===== src/rtl/sdram_port_arbiter.sv =====
// Arbitrates N buffered front-end ports onto one SDRAM controller port, with an
// IDLE/OWN/DRAIN ownership FSM, per-grant access limit and write snooping for non-owners.
module sdram_port_arbiter #(
    parameter int    PORTS     = 3,
    parameter int    ADR_WIDTH = 32,
    parameter int    DAT_WIDTH = 32,
    parameter string MODE      = "RR",
    parameter int    MAX_GRANT = 8
) (
    input  logic                       sdram_clk,
    input  logic                       sdram_rst,
    input  logic                       sdram_idle_i,
    input  logic [PORTS*ADR_WIDTH-1:0] p_adr_i,
    input  logic [PORTS*DAT_WIDTH-1:0] p_dat_i,
    input  logic [PORTS*DAT_WIDTH/8-1:0] p_sel_i,
    input  logic [PORTS-1:0]           p_we_i,
    input  logic [PORTS-1:0]           p_acc_i,
    input  logic [PORTS*4-1:0]         p_bufw_i,
    output logic [PORTS-1:0]           p_ack_o,
    output logic [ADR_WIDTH-1:0]       adr_o,
    output logic [DAT_WIDTH-1:0]       dat_o,
    output logic [DAT_WIDTH/8-1:0]     sel_o,
    output logic                       we_o,
    output logic                       acc_o,
    output logic [3:0]                 buf_width_o,
    input  logic                       ack_i,
    output logic [PORTS-1:0]           grant_o,
    output logic [PORTS-1:0]           snp_we_o,
    output logic [ADR_WIDTH-1:0]       snp_adr_o,
    output logic [DAT_WIDTH-1:0]       snp_dat_o,
    output logic [DAT_WIDTH/8-1:0]     snp_sel_o,
    output logic [1:0]                 state_o
);
    localparam int SW = DAT_WIDTH / 8;
    localparam int CW = (MAX_GRANT > 0) ? $clog2(MAX_GRANT + 1) : 1;
    localparam bit IS_PRIO = (MODE == "PRIO");

    typedef enum logic [1:0] {S_IDLE = 2'd0, S_OWN = 2'd1, S_DRAIN = 2'd2} state_t;

    state_t           state_q;
    logic [PORTS-1:0] grant_q;
    logic [PORTS-1:0] grant_d;
    logic [CW-1:0]    count_q;
    logic [PORTS-1:0] snp_we_q;
    logic [ADR_WIDTH-1:0] snp_adr_q;
    logic [DAT_WIDTH-1:0] snp_dat_q;
    logic [SW-1:0]    snp_sel_q;
    logic             own_acc;
    logic             others_acc;
    logic             at_limit;
    logic             limit_hit;

    // RR rotates the request vector so the search starts just after the owner;
    // PRIO uses a zero rotation, giving plain lowest-index-wins.
    function automatic logic [PORTS-1:0] pick_f(input logic [PORTS-1:0] req,
                                                input logic [PORTS-1:0] cur);
        logic [PORTS-1:0] rot;
        logic [PORTS-1:0] oh;
        logic [PORTS-1:0] res;
        logic             found;
        int               own;
        int               sh;
        own = 0;
        for (int k = 0; k < PORTS; k++) if (cur[k]) own = k;
        sh    = IS_PRIO ? 0 : own + 1;
        rot   = PORTS'({req, req} >> sh);
        oh    = '0;
        found = 1'b0;
        for (int j = 0; j < PORTS; j++) begin
            if (!found && rot[j]) begin
                oh[j] = 1'b1;
                found = 1'b1;
            end
        end
        res = found ? PORTS'(({oh, oh} << sh) >> PORTS) : cur;
        return res;
    endfunction

    always_comb begin
        adr_o       = '0;
        dat_o       = '0;
        sel_o       = '0;
        we_o        = 1'b0;
        buf_width_o = '0;
        for (int k = 0; k < PORTS; k++) begin
            if (grant_q[k]) begin
                adr_o       = p_adr_i[k*ADR_WIDTH +: ADR_WIDTH];
                dat_o       = p_dat_i[k*DAT_WIDTH +: DAT_WIDTH];
                sel_o       = p_sel_i[k*SW +: SW];
                we_o        = p_we_i[k];
                buf_width_o = p_bufw_i[k*4 +: 4];
            end
        end
    end

    assign own_acc    = |(p_acc_i & grant_q);
    assign others_acc = |(p_acc_i & ~grant_q);
    assign at_limit   = (MAX_GRANT != 0) && (count_q == CW'(MAX_GRANT));
    assign limit_hit  = at_limit && others_acc;
    assign grant_d    = pick_f(p_acc_i, grant_q);

    assign acc_o     = own_acc && (state_q == S_OWN) && !limit_hit;
    assign p_ack_o   = {PORTS{ack_i}} & grant_q;
    assign grant_o   = grant_q;
    assign snp_we_o  = snp_we_q;
    assign snp_adr_o = snp_adr_q;
    assign snp_dat_o = snp_dat_q;
    assign snp_sel_o = snp_sel_q;
    assign state_o   = state_q;

    always_ff @(posedge sdram_clk) begin
        if (sdram_rst) begin
            state_q   <= S_IDLE;
            grant_q   <= PORTS'(1);
            count_q   <= '0;
            snp_we_q  <= '0;
            snp_adr_q <= '0;
            snp_dat_q <= '0;
            snp_sel_q <= '0;
        end else begin
            // Completed writes from the owner invalidate/update every other port's buffer.
            if (ack_i && we_o) begin
                snp_we_q  <= ~grant_q;
                snp_adr_q <= adr_o;
                snp_dat_q <= dat_o;
                snp_sel_q <= sel_o;
            end else begin
                snp_we_q <= '0;
            end

            case (state_q)
                S_IDLE: begin
                    if (sdram_idle_i && |p_acc_i) begin
                        grant_q <= grant_d;
                        count_q <= '0;
                        state_q <= S_OWN;
                    end
                end
                S_OWN: begin
                    if (at_limit && !others_acc) count_q <= CW'(ack_i);
                    else if (ack_i && !at_limit && (MAX_GRANT != 0)) count_q <= count_q + CW'(1);
                    if (limit_hit || (!own_acc && !ack_i)) state_q <= S_DRAIN;
                end
                S_DRAIN: begin
                    if (sdram_idle_i) begin
                        if (|p_acc_i) begin
                            grant_q <= grant_d;
                            count_q <= '0;
                            state_q <= S_OWN;
                        end else begin
                            state_q <= S_IDLE;
                        end
                    end
                end
                default: state_q <= S_IDLE;
            endcase
        end
    end
endmodule


===== config.mk =====
export PLATFORM = sky130hd
export DESIGN_NAME = sdram_port_arbiter
export DESIGN_NICKNAME = d
export VERILOG_FILES = /design/src/rtl/sdram_port_arbiter.sv
export SDC_FILE = /design/constraint.sdc
export NUM_CORES = 1
export LEC_CHECK = 0
export BUFFER_PORTS_ARGS = -buffer_cell sky130_fd_sc_hd__buf_2
export CORE_AREA = 2 2 147 149
export CTS_CLUSTER_DIAMETER = 30
export DETAILED_ROUTE_END_ITERATION = 8
export DIE_AREA = 0 0 149 151
export PLACE_DENSITY = 0.58
export SYNTH_ARGS = -nofsm -noshare
export SYNTH_HDL_FRONTEND = slang
export SYNTH_SLANG_ARGS = --single-unit

===== constraint.sdc =====
create_clock -name sdram_clk -period 2.2 [get_ports sdram_clk]
set_clock_uncertainty 0.1 [all_clocks]
set_input_delay 0.44 -clock sdram_clk [delete_from_list [all_inputs] [get_ports sdram_clk]]
set_output_delay 0.44 -clock sdram_clk [all_outputs]
set_load 0.02 [all_outputs]

==> results of run 1 <==
## placed cells by master (no fill, tap or decap), types with 12 or more instances in the layout
cell type    n
a22oi_1     70
buf_12      12
clkbuf_16   12
a22o_1      68
buf_2      334
nand2_1     77
dfxtp_1     75
buf_4       67
o21ai_2     17
o21ai_1     47
## power by group through the flow
stage,registers [mW],logic (mW),clock network [mW]
after CTS,1.61,1.84,1.58
final,1.61,2.08,1.51
after global routing,1.63,2.23,1.64
after detailed placement,1.64,1.78,0
after global placement,1.64,1.78,0
after floorplan,1.77,0.883,0
## worst max path at each step
| stage | end | depth (start not counted) | from |
|---|---|---|---|
| global placement | acc_o | 6 | p_acc_i[0] |
| finish | adr_o[2] | 6 | grant_o[0]$_SDFFE_PP1P_ |
| CTS | dat_o[28] | 5 | grant_o[0]$_SDFFE_PP1P_ |
| floorplan | adr_o[0] | 5 | grant_o[0]$_SDFFE_PP1P_ |
| detailed placement | adr_o[20] | 5 | grant_o[0]$_SDFFE_PP1P_ |
| global route | adr_o[2] | 6 | grant_o[0]$_SDFFE_PP1P_ |
## stage by stage
step | worst slack, ps | cells | hold WS (ps)
floorplan | 44.5 | 485 | 371
finish | 13.3 | 1151 | 301
global route | -68.0 | 1151 | 310
CTS | -16.5 | 1126 | 271
detailed placement | 171 | 1109 | 351
global placement | 159 | 1109 | 351
## flip-flops by register name (all words and copies together) (netlist names)
signal     cells
count_q        4
snp_sel_o      4
grant_o        3
state_o        2
snp_we_o       3
snp_adr_o     32
snp_dat_o     32
## cell type report
cell class                 count  area [um2]
clock inverter                 5        57.6
clock buffer                  11         233
antenna                        1        2.50
multi-input combinational    352        2310
inverter                       4        15.0
sequential                    80        1610
timing repair buffer         423        2570
fill                        2204       13700
tap                          275         344
## worst max-delay path, delay by kind of cell (launching register included)
| kind | cells | cell delay (ps) |
|---|---|---|
| AOI/OAI and AO/OA | 2 | 280 |
| buffers and inverters | 3 | 490 |
| DFF | 1 | 330 |
| and+or+nand+nor | 1 | 200 |
## cells by family after synthesis
logic type      after synthesis  share of synthesized area, %
flops                        80                          39.5
fa+ha+maj                     2                         0.617
compound gates              233                          40.7
simple gates                115                          12.7
xor+xnor                      2                         0.432
buf+inv                      53                          6.07
## timing repair
item	CTS	global route
endpoints found under the setup margin	39	64
setup buffers	1	19
hold buffers	0	0
gates resized for setup	51	72
gates cloned	0	5
pin swaps	2	17
## metal layers
| metal | vias to the layer above | wire, um | track usage [%] | part of all wire, % |
|---|---|---|---|---|
| met1 | 2490 | 7470 | 17.2 | 40 |
| met3 | 16 | 1480 | 3.43 | 8.0 |
| li1 | 2612 | - | - | - |
| met5 | - | 0 | 0 | 0 |
| met4 | 0 | 274 | 5.43 | 1.5 |
| met2 | 260 | 9230 | 23.0 | 50 |
==> out/results.tsv, run 1 <==
stage	metric	value	unit
worst_setup_path	cp-end-kind	output pin	
placed_design	place_congestion	0.790	
floorplan	die_w	149	um
timing	period_minus_slack	2190	ps
global_routing	grt_overflow	0	
routing	drt_first_pass_iters	5	
power	switching_power	1.87	mW
timing	rsz0062_at_grt	true	
clock_tree	clk_pin_slew	70	ps
layout	num-nets-final	1098	
floorplan	rows	53	
timing	worst_pin_slew	394	ps
worst_setup_path	critPathRequiredTime	1660	ps
worst_setup_path	slowest_delay	330	ps
timing	max_freq	457	MHz
status	outcome	finished clean	
floorplan	die_h	151	um
logic_synthesis	synth_top_area_share	39.5	%
logic_synthesis	syn_nets	713	
min_path	holdPathStages	3	
layout	layout-drive-gt1-share	53.7	%
power	power.share.clock	29.0	%
timing	fin_tns_setup	0	ps
clock_tree	clock_sinks	80	
global_routing	grt_max_degree	69	
clock_tree	cts_root_buf	clkbuf_16	
clock_tree	numCtsBuffers	9	
logic_synthesis	synthCells	485	
timing	finalHoldViolations	0	
timing	setup-violations-final	0	
timing	timing.final.crit_share	99.4	%
power	swShare	35.9	%
power	power_per_cell_area	728	mW/mm2
logic_synthesis	syn_area_per_cell	8.37	um2
power	seq_power_share	31.0	%
timing	slew_headroom	73.5	%
power	vdd_ir_drop_max	0.291	mV
power	internal_power	3.34	mW
logic_synthesis	synth-edff-count	0	
worst_setup_path	worst_ep_arrival_time	1650	ps
logic_synthesis	ys.warnings.count	0	
placed_design	port_buffers	378	
layout	fin_area	0.00715	mm2
logic_synthesis	synthArstFlopShare	0	%
run	max-cap-violations	0	
placed_design	hpwl	13000	um
clock_tree	insertion_delay	340	ps
floorplan	die_area	0.0225	mm2
routing	vias	5378	
floorplan	pin_count	379	
layout	syn_to_final_growth	76.2	%
worst_setup_path	reg2reg_depth	6	
logic_synthesis	synth_cell_types	38	
worst_setup_path	rrSetupSlack	410	ps
worst_setup_path	path_max_fanout	9	
global_routing	grt_util_all_layers	13.8	%
layout	utilization	34.3	%
global_routing	grt_pass1_wl	24400	um
min_path	hold_end	grant_o[0]$_SDFFE_PP1P_	
clock_tree	htree_levels	3	
power	p_leak	3.54	nW
floorplan	core_area	0.0208	mm2
logic_synthesis	ys.flop_type	dfxtp_1	
placed_design	postPlaceCellArea	0.00637	mm2
routing	ant_nets	0	
worst_setup_path	cp_cell_sequence	nor2b_4, buf_6, clkbuf_16, a22oi_1, o21ai_0, buf_4	
logic_synthesis	ys_top_cells_by_area	dfxtp_1, a22o_1, a22oi_1, o21ai_0, nand2_1	
routing	drc	0	
power	finalPower	5.20	mW
clock_tree	cts_tree	yes	
global_routing	antenna_found_initial	1	
timing	drv_slew	0	
min_path	min-delay-start	p_acc_i[0]	
routing	drtIter0Drc	246	
logic_synthesis	synth_most_common_cell	dfxtp_1	
logic_synthesis	ys_ff_latch	80	
logic_synthesis	ys_seq_area_share	39.5	%
worst_setup_path	critical_path.slowest_cell	dfxtp_2	
worst_setup_path	r2r-end	count_q[0]$_SDFFE_PP0P_	
floorplan	initial_core_util	19.5	%
routing	wire_per_inst	16.0	um
logic_synthesis	synth_area	0.00406	mm2
power	pwr-share-comb	40.0	%
worst_setup_path	r2r_start	count_q[0]$_SDFFE_PP0P_	
routing	avgViaCountPerCell	4.67	
clock_tree	clockBufferDepth	2	
global_routing	grt_pass1_vias	4630	
routing	wl	18500	um
logic_synthesis	synth_area_leader_cell	dfxtp_1	
worst_setup_path	critPathLaunchType	flop	
logic_synthesis	ys_top_cells_by_count	dfxtp_1, nand2_1, o21ai_0	
min_path	hold_class	primary input to flop	
worst_setup_path	path_class	flop to output pin	
Note: power is estimated with default switching activity, not from simulation.
==> inputs of run 2 (changes only) <==
--- a/config.mk
+++ b/config.mk
@@ -6,11 +6,13 @@
 export NUM_CORES = 1
 export LEC_CHECK = 0
 export BUFFER_PORTS_ARGS = -buffer_cell sky130_fd_sc_hd__buf_2
-export CORE_AREA = 2 2 147 149
+export CELL_PAD_IN_SITES_DETAIL_PLACEMENT = 0
+export CELL_PAD_IN_SITES_GLOBAL_PLACEMENT = 1
+export CORE_AREA = 2 2 146 148
 export CTS_CLUSTER_DIAMETER = 30
 export DETAILED_ROUTE_END_ITERATION = 8
-export DIE_AREA = 0 0 149 151
-export PLACE_DENSITY = 0.58
+export DIE_AREA = 0 0 148 150
+export PLACE_DENSITY = 0.78
 export SYNTH_ARGS = -nofsm -noshare
 export SYNTH_HDL_FRONTEND = slang
 export SYNTH_SLANG_ARGS = --single-unit
==> out/results.tsv, run 2 (same netlist as run 1, synthesis figures left out) <==
stage	metric	value	unit	change
status	outcome	finished with violations		
status	violations	negative setup slack		
worst_setup_path	path_max_fanout	27		+18
clock_tree	cts_root_buf	clkbuf_16		
routing	wire_per_inst	16.5	um	+2.9%
floorplan	rows	53		unchanged
placed_design	dp_slack	205	ps	+34.5 ps
placed_design	postPlaceCellArea	0.00641	mm2	+0.55%
layout	fin_area	0.00748	mm2	+4.6%
clock_tree	numCtsBuffers	9		unchanged
clock_tree	cts_tree	yes		
routing	drt_first_pass_iters	4		-1
layout	syn_to_final_growth	84.3	%	
routing	ant_nets	0		unchanged
clock_tree	insertion_delay	340	ps	about the same
timing	setup-violations-final	1		+1
timing	fin_tns_setup	-13.0	ps	-13.0 ps
clock_tree	clockBufferDepth	2		unchanged
power	vdd_ir_drop_max	0.329	mV	+13%
global_routing	grt_pass1_wl	26600	um	+9.1%
routing	drc	0		unchanged
timing	drv_slew	0		unchanged
floorplan	die_w	148	um	-0.67%
routing	vias	5478		+1.9%
layout	final_common_cell	buf_2		
routing	avgViaCountPerCell	4.67		about the same
worst_setup_path	critPathRequiredTime	1660	ps	about the same
routing	drtIter0Drc	243		-1.2%
timing	rsz0062_at_grt	true		
clock_tree	htree_levels	3		unchanged
timing	slew_headroom	71.4	%	-2.1 points
timing	worst_slack	-13.0	ps	-26.3 ps
global_routing	grt_pass1_vias	4980		+7.6%
power	pwr-share-comb	40.0	%	about the same
floorplan	core_area	0.0207	mm2	-0.64%
floorplan	die_area	0.0222	mm2	-1.3%
layout	layout-drive-gt1-share	55.6	%	+1.9 points
layout	fin_cells	1172		+1.8%
global_routing	grt_max_degree	40		-42%
floorplan	initial_core_util	19.6	%	+0.12 points
layout	most-common-layout-cells	buf_2, buf_4, nand2_1		
worst_setup_path	path_class	flop to output pin		
placed_design	hpwl	13700	um	+5.9%
layout	num-nets-final	1120		+2.0%
min_path	hold_class	primary input to flop		
worst_setup_path	cp-end-kind	output pin		
timing	timing.final.crit_share	101	%	+1.2 points
timing	worst_pin_slew	429	ps	+35.2 ps
power	seq_power_share	29.0	%	-2.0 points
global_routing	antenna_found_initial	0		-1
power	power.share.clock	31.0	%	+2.0 points
power	p_leak	3.70	nW	+4.5%
power	power_per_cell_area	744	mW/mm2	+2.3%
placed_design	port_buffers	378		unchanged
power	internal_power	3.68	mW	+10%
routing	wl	19300	um	+4.7%
clock_tree	clk_pin_slew	60	ps	about the same
timing	finalHoldViolations	0		unchanged
run	max-cap-violations	0		unchanged
placed_design	dp_cells	1117		+0.72%
placed_design	place_congestion	0.762		-3.6%
timing	max_freq	452	MHz	-1.2%
floorplan	pin_count	379		unchanged
clock_tree	clock_sinks	80		unchanged
timing	period_minus_slack	2210	ps	+26.3 ps
power	swShare	34.0	%	-1.9 points
layout	diodes	0		-1
power	switching_power	1.89	mW	+1.3%
worst_setup_path	worst_ep_arrival_time	1670	ps	+20 ps
floorplan	die_h	150	um	-0.66%
global_routing	grt_util_all_layers	15.4	%	+1.6 points
global_routing	grt_overflow	0		unchanged
worst_setup_path	critPathLaunchType	flop		
-- run 2: changes by cell type in the layout (fill, tap and decap cells not counted), moves of 3 or more --
cell and delta:
buf_4 +42, a22oi_1 -9, buf_2 -22, o21ai_1 +3, o21ai_0 -5, a22oi_2 +9
-- run 2: power by group through the flow --
stage	Clock, mW	Sequential [mW]	Combinational, mW
floorplan	0	1.77	0.883
global placement	0	1.65	1.81
detailed placement	0	1.65	1.82
CTS	1.79	1.62	1.93
global route	1.85	1.63	2.37
finish	1.72	1.62	2.23
-- run 2: timing repair --
action	CTS	global route
cloned	1	1
hold buffers	0	0
pin swaps	4	32
resized for setup	71	92
buffers inserted	6	31
setup endpoints to repair	53	63
-- run 2: path summary, 6_finish.rpt --
path,from,to,slack (ps),cells past startpoint
setup / recovery,grant_o[1]$_SDFFE_PP0P_,adr_o[18],-10,6
hold / removal,sdram_idle_i,state_o[1]$_SDFFE_PP0P_,300,4
setup reg to reg,grant_o[1]$_SDFFE_PP0P_,snp_adr_o[3]$_SDFFE_PP0N_,110,9
hold reg to reg,snp_dat_o[24]$_SDFFE_PP0N_,snp_dat_o[24]$_SDFFE_PP0N_,370,1
-- run 2: layout make-up --
type	instances	area, um2
Inverter	4	15.0
Fill cell	2187	13200
Multi-Input combinational cell	352	2360
Tap cell	275	344
Timing Repair Buffer	445	2810
Clock inverter	5	104
Clock buffer	11	233
Sequential cell	80	1610
-- run 2: critical path: stages, from the launching register on --
cell     delay (ps)
dfxtp_4         370
nor2b_4         130
buf_12          150
buf_16          180
a22oi_1          80
o21ai_1         220
buf_4           180
-- run 2: layer usage --
layer  global-route usage [%]  part of all wire, %  routed length, um
met4                     6.19                  2.0                393
met1                     17.7                   40               7670
met5                        0                    0                  0
met3                     2.77                  6.8               1310
met2                     28.1                   52               9960
-- run 2: per-stage QoR --
step                hold slack [ps]  power, mW  util, %
finish                          297       5.57     36.2
detailed placement              350       3.46     31.0
floorplan                       371       2.65        -
CTS                             276       5.34     33.5
global placement                351       3.46     31.0
global route                    307       5.85     36.2
